==> config.mk <==
export PLATFORM = sky130hd
export DESIGN_NAME = mux_tree_pipe
export DESIGN_NICKNAME = d
export VERILOG_FILES = /design/src/rtl/mux_tree_pipe.sv
export SDC_FILE = /design/constraint.sdc
export NUM_CORES = 1
export LEC_CHECK = 0
export CORE_ASPECT_RATIO = 1.75
export CORE_MARGIN = 4
export CORE_UTILIZATION = 40
export DETAILED_ROUTE_END_ITERATION = 8
export PLACE_DENSITY = 0.66
export SYNTH_ARGS = -nofsm -noshare
export SYNTH_HDL_FRONTEND = slang
export SYNTH_SLANG_ARGS = --single-unit
export TNS_END_PERCENT = 30
==> constraint.sdc <==
create_clock -name clk -period 1.9 [get_ports clk]
set_clock_uncertainty 0.05 [all_clocks]
set_input_delay 0.57 -clock clk [delete_from_list [all_inputs] [get_ports clk]]
set_output_delay 0.57 -clock clk [all_outputs]
set_load 0.01 [all_outputs]
==> src/rtl/mux_tree_pipe.sv <==
// Parametrised N-to-1 multiplexer tree with one register per select level.
// Each stage uses a bubble-collapsing valid/ready handshake and carries the full select as an echo.
`timescale 1ns/1ps
module mux_tree_pipe #(
    parameter int W = 4,
    parameter int N = 8,
    localparam int LV = $clog2(N)
) (
    input  logic            clk,
    input  logic            rst,
    input  logic            in_valid,
    output logic            in_ready,
    input  logic [N*W-1:0]  in_data,
    input  logic [LV-1:0]   in_sel,
    output logic            out_valid,
    input  logic            out_ready,
    output logic [W-1:0]    out_data,
    output logic [LV-1:0]   out_sel
);

    logic [LV:0]   rdy;
    logic [LV-1:0] v;

    assign rdy[LV]  = out_ready;
    assign in_ready = rdy[0];

    for (genvar k = 0; k < LV; k++) begin : lvl
        localparam int NI = N >> k;
        localparam int NO = N >> (k + 1);

        logic [NI*W-1:0] src;
        logic [LV-1:0]   src_sel;
        logic            src_v;
        logic            ld;
        logic [NO*W-1:0] mux;
        logic [NO*W-1:0] dat;
        logic [LV-1:0]   sel;
        logic            vr;

        if (k == 0) begin : g_head
            assign src     = in_data;
            assign src_sel = in_sel;
            assign src_v   = in_valid;
            assign ld      = in_valid && rdy[0];
        end else begin : g_link
            assign src     = lvl[k-1].dat;
            assign src_sel = lvl[k-1].sel;
            assign src_v   = v[k-1];
            assign ld      = rdy[k];
        end

        // Level k resolves select bit k: entry 2j on the 0 side, 2j+1 on the 1 side.
        always_comb begin
            // NOTE: assign a default before the loop so no latch can be inferred.
            mux = '0;
            for (int j = 0; j < NO; j++) begin
                mux[j*W +: W] = src_sel[k] ? src[(2*j+1)*W +: W] : src[(2*j)*W +: W];
            end
        end

        always_ff @(posedge clk or posedge rst) begin
            if (rst) begin
                vr  <= 1'b0;
                sel <= '0;
                dat <= '0;
            end else begin
                // NOTE: non-blocking so every stage samples its upstream's pre-edge value.
                if (rdy[k]) begin
                    vr <= src_v;
                end
                if (ld) begin
                    sel <= src_sel;
                    dat <= mux;
                end
            end
        end

        // An empty stage always accepts, so bubbles collapse even under a stalled output.
        assign rdy[k] = !vr || rdy[k+1];
        assign v[k]   = vr;
    end

    assign out_valid = v[LV-1];
    assign out_data  = lvl[LV-1].dat;
    assign out_sel   = lvl[LV-1].sel;

endmodule

==> impl_metrics.ini, run 1 <==
[drt]
via_per_inst = 5.226
drt-pass1-iter-count = 4
vias = 1343
first_iter_violations = 20
wirelength_um = 3647
drc = 0
drt.antenna.violating_nets = 0
wl_per_cell_um = 14.19

[global_routing]
grt_pass1_wl_um = 6113
grtUsageTotal = 0.1376
grt_max_degree = 41
grt_pass1_vias = 1412
gr-total-overflow = 0
antenna_found_initial = 0

[synthesis]
synth_area_leader_cell = dfrtp_1
synth_cell_types = 21
netlist_area_um2 = 1836
synth_seq_cells = 40
synth_top_area_frac = 0.5453
ys_top_cells_by_area = dfrtp_1, mux2i_1, a21oi_1
synthCells = 155
synth_nets = 194
yosysSeqAreaShare = 0.5453
synth_warnings = 0
synth.avg_cell_area_um2 = 11.84

[place]
place_inst = 249
globalplace.congestion = 0.7748
hpwl_um = 2738
placed_area_um2 = 2385
portBuffers = 47

[critical_path]
crit_fanout = 3
cp-start-kind = input pin
path_class = in2out
crit_arrival_ps = 1180
rr_worst_depth = 4
crit_required_ps = 1280
critPathCaptureType = output pin

[die]
rows = 32
ios = 48
die_x_um = 59.21
fp.dieH_um = 97.61
start_util = 0.4130
die_area_um2 = 5779
core-area_um2 = 4444

[power]
power.total_mw = 2.367
peakVddDrop_mv = 0.7924
leakagePower_nw = 1.084
power_density_nw_per_um2 = 947.2

[run_status]
outcome = finished clean

[run]
cap_violations = 0

[finish]
fin_nets = 244
final_cell_area_um2 = 2499
drive_gt1_frac = 0.1359
mostFrequentLayoutCells = clkdlybuf4s50_1, dfrtp_1, mux2i_1
area_delta_synth_final_pct = 36.13
final_common_cell = clkdlybuf4s50_1
fill_cells = 402
final_cells = 257
diodes = 0

[clock_network]
path_clk_slew_ps = 80
cts_max_level = 2
clockRootBuffer = clkbuf_8
cts_hold_buf = 0
clock_sink_count = 40
clock_latency_ps = 290
cts_buffers = 5
cts_tree = done
clockBufferDepth = 2

[sta]
fmax_mhz = 556.3
rsz0062_at_grt = no
relSlewSlack = 0.6738
tightest_slew_ps = 489.4
slew_violations = 0
min_period_ps = 1798
hold_ws_ps = 432.5
hold_viol_final = 0
setup_viol = 0
min_period_over_period = 0.9461

[worst_hold_path]
hold_path.class = reg2reg
whs_path_depth = 2
-- layout make-up --
cell class	instances	area (µm²)	share of cell area
timing repair buffer	57	569.3	0.2278
sequential	40	1001	0.4006
clock buffer	5	68.82	0.02754
multi-input combinational	100	745.7	0.2984
inverter	1	3.754	0.001502
tap	51	63.81	0.02554
clock inverter	3	46.29	0.01853
-- repair_timing --
action | CTS | global route
endpoints found under the hold margin | 0 | 0
setup endpoints to repair | 5 | 0
buffers inserted | 0 | 0
gates resized for setup | 7 | 0
-- registers in the layout (all words and copies together) (netlist names) --
register / count
out_valid: 1
out_data: 4
lvl.dat: 24
lvl.vr: 2
out_sel: 3
lvl.sel: 6
-- routing by layer --
layer,routed length [µm],up-vias,track usage,share of wire
li1,-,656,-,-
met1,1329,642,0.1344,0.36
met2,2017,36,0.2502,0.55
met3,211,9,0.03723,0.058
met4,89,0,0.06632,0.024
met5,0,-,0,0
-- synthesized netlist by cell type --
library cell	n
nand2b_1	2
a21oi_1	24
mux2_4	4
dfrtp_1	40
a31oi_1	16
mux2i_1	28
inv_1	1
mux2_2	2
nand3b_1	1
buf_2	7
nand4b_4	1
o21ai_0	4
buf_4	2
mux2_1	3
nand2_1	5
buf_6	2
nor2_1	8
or2_2	1
and2b_4	1
clkbuf_1	2
clkbuf_2	1
-- kinds of logic (layout without fill, tap and decap cells) --
group / count (synthesis) / in the layout / synth area share
DFF: 40 / 40 / 0.5453
muxes: 37 / 37 / 0.2161
buffers and inverters: 15 / 66 / 0.04839
AOI/OAI and AO/OA: 44 / 44 / 0.1309
and+or+nand+nor: 19 / 19 / 0.05931
-- final timing paths --
| path | start | to | slack (ps) |
|---|---|---|---|
| max | out_ready | in_ready | 100 |
| min | out_data[3] | out_data[3] | 430 |
| max reg2reg | out_valid | lvl[0].sel[1] | 330 |
| min reg2reg | out_data[3] | out_data[3] | 430 |
| max in group asynchronous | rst | out_sel[1] | 1020 |
| min in group asynchronous | rst | lvl[1].sel[0] | 580 |
-- worst max-delay path, stage by stage --
cell	delay (ps)
dlygate4sd2_1	250
nand4b_4	200
buf_6	150
-- power breakdown --
group | total, mW | switching [mW] | internal (mW)
sequential | 1.13 | 0.112 | 1.02
clock | 0.696 | 0.301 | 0.395
combinational | 0.542 | 0.211 | 0.332
total | 2.37 | 0.623 | 1.74
-- through the flow --
stage                     setup WS, ps    util  TNS [ps]
final                            102.5  0.5622         0
after global routing             38.63  0.5622         0
after CTS                        82.75  0.5622         0
after detailed placement        -505.3  0.5366     -2131
after global placement          -502.7  0.5366     -1819
after floorplan                  323.3       -         0
Note: power is estimated with default switching activity, not from simulation.
==> run 2: changes to the inputs <==
--- a/config.mk
+++ b/config.mk
@@ -5,6 +5,7 @@
 export SDC_FILE = /design/constraint.sdc
 export NUM_CORES = 1
 export LEC_CHECK = 0
+export ABC_AREA = 0
 export CORE_ASPECT_RATIO = 1.75
 export CORE_MARGIN = 4
 export CORE_UTILIZATION = 40
==> results of run 2 <==
The final DEF is identical to that of run 1; final timing and power are the same.
==> run 3: changes to the inputs <==
--- a/config.mk
+++ b/config.mk
@@ -6,11 +6,14 @@
 export NUM_CORES = 1
 export LEC_CHECK = 0
 export ABC_AREA = 0
+export CELL_PAD_IN_SITES_DETAIL_PLACEMENT = 1
+export CELL_PAD_IN_SITES_GLOBAL_PLACEMENT = 2
 export CORE_ASPECT_RATIO = 1.75
 export CORE_MARGIN = 4
-export CORE_UTILIZATION = 40
+export CORE_UTILIZATION = 31
 export DETAILED_ROUTE_END_ITERATION = 8
-export PLACE_DENSITY = 0.66
+export PLACE_DENSITY = 0.77
+export SKIP_LAST_GASP = 1
 export SYNTH_ARGS = -nofsm -noshare
 export SYNTH_HDL_FRONTEND = slang
 export SYNTH_SLANG_ARGS = --single-unit
==> run 3 against run 2 <==
  * Final area grew 1.4%
  * Final cell count grew 10%
  * Flip-flop and latch count is the same
  * Via count grew 0.67%
  * Utilization shrank 12 points
  * Non-clock buffer count grew 1
  * Sequential share of layout area shrank 0.48 points
  * Critical path depth shrank 2
  * Fmax shrank 2.8%
  * Clock power shrank 3.3%
  * Register-to-register slack lost 110 ps
  * Worst hold slack lost 6.3 ps
  * Critical endpoint is now out_valid
==> impl_metrics.ini, run 3 (synthesized netlist as in run 1, its figures left out) <==
[critical_path]
crit_fanout = 4
worst-path-buf-inv = 1
crit_required_ps = 1280
worst_path_max_delay_cell = clkdlybuf4s50_1
crit_arrival_ps = 1230
rr_worst_depth = 5
r2r-start = out_valid
cp-start-kind = register
path_delay_family = buffers and inverters
path_class = reg2out
cp_cell_sequence = clkdlybuf4s50_1
critPathCaptureType = output pin
rrSetupSlack_ps = 220
slowest_delay_ps = 550
reg2reg_to = lvl[0].sel[2]
crit_cells = 1

[finish]
seq_area_um2 = 1002
fin_nets = 245
fill_cells = 634
largest_reg_flops = 24
area_delta_synth_final_pct = 37.97
mostFrequentLayoutCells = clkdlybuf4s50_1, dfrtp_1, mux2i_1
largest-register = lvl.dat
utilization = 0.4462
diodes = 0
multi_input_area_um2 = 745.7
drive_gt1_frac = 0.1401
final_common_cell = clkdlybuf4s50_1

[die]
core-area_um2 = 5675
start_util = 0.3234
die_area_um2 = 7264
die_x_um = 66.17
fp.dieH_um = 109.8
rows = 36
ios = 48

[sta]
min_period_ps = 1850
rsz0062_at_grt = no
hold_viol_final = 0
slew_violations = 0
setup_viol = 0
min_period_over_period = 0.9735
relSlewSlack = 0.6677
tns_ps = 0
tightest_slew_ps = 498.4
fmax_mhz = 540.6

[drt]
drt.antenna.violating_nets = 0
wl_met3_um = 174
wl_per_cell_um = 14.41
drt-pass1-iter-count = 4
met2_length_um = 2314
wl_met1_um = 1527
vias = 1352
wirelength_um = 4079
drc = 0
highest_layer = met4
via_per_inst = 4.777
first_iter_violations = 43

[global_routing]
grt_pass1_vias = 1502
gr-total-overflow = 0
grt_max_degree = 41
grt_pass1_wl_um = 7044
grtUsageTotal = 0.1250
antenna_found_initial = 0

[power]
power_density_nw_per_um2 = 929.1
leakagePower_nw = 1.090
peakVddDrop_mv = 0.4165
power.total_mw = 2.353

[place]
hpwl_um = 3203
globalplace.congestion = 0.7245
portBuffers = 47

[clock_network]
cts_hold_buf = 0
clock_latency_ps = 290
path_clk_slew_ps = 80
clock_sink_count = 40
cts_max_level = 2
clockRootBuffer = clkbuf_8
cts_buffers = 5
cts_tree = done
clockBufferDepth = 2

[worst_hold_path]
whs_path_depth = 2
hold_end = out_data[2]
holdCritStartpoint = out_data[2]
hold_path.class = reg2reg

[run_status]
outcome = finished clean

[run]
cap_violations = 0
run 3: layout make-up:
cell class,count,area share
multi-input combinational,100,0.2945
clock inverter,2,0.01383
timing repair buffer,58,0.2283
clock buffer,6,0.02866
inverter,1,0.001482
tap,76,0.03755
sequential,40,0.3958
run 3: worst min-delay path: stages, from the launching register on:
cell     delay, ps
dfrtp_1        340
nand2_1         50
o21ai_0         50
run 3: where the power goes:
part / internal [mW] / total (mW) / switching, mW / leakage [nW]
clock: 0.390 / 0.673 / 0.283 / 0.0552
sequential: 1.02 / 1.13 / 0.114 / 0.446
combinational: 0.335 / 0.549 / 0.214 / 0.589
run 3: stage by stage:
stage | area (µm²) | worst slack (ps) | std cells | hold WS (ps)
2_1_floorplan | 1836 | 323.3 | 155 | 414.5
3_3_place_gp | 2416 | -511.5 | 274 | 407.5
3_5_place_dp | 2416 | -522.3 | 274 | 417.8
4_1_cts | 2524 | -33.41 | 282 | 435.4
5_1_grt | 2532 | 22.57 | 283 | 462.3
6_report | 2532 | 50.26 | 283 | 426.2
run 3: worst max-delay path by stage:
stage,from,end,slack (ps)
after CTS,out_valid,out_valid,-30
after detailed placement,out_ready,in_ready,-520
final,out_valid,out_valid,50
after global routing,out_valid,out_valid,20
after global placement,out_ready,in_ready,-510
after floorplan,out_ready,in_ready,320
run 3: repair_timing:
action / CTS / global route
gates resized for setup: 6 / 1
setup buffers: 0 / 1
endpoints found under the setup margin: 5 / 1
run 3: per-layer routing:
metal | vias up | global-route usage
li1 | 659 | -
met1 | 655 | 0.1342
met2 | 33 | 0.2338
met3 | 5 | 0.02454
met4 | 0 | 0.04797
met5 | - | 0
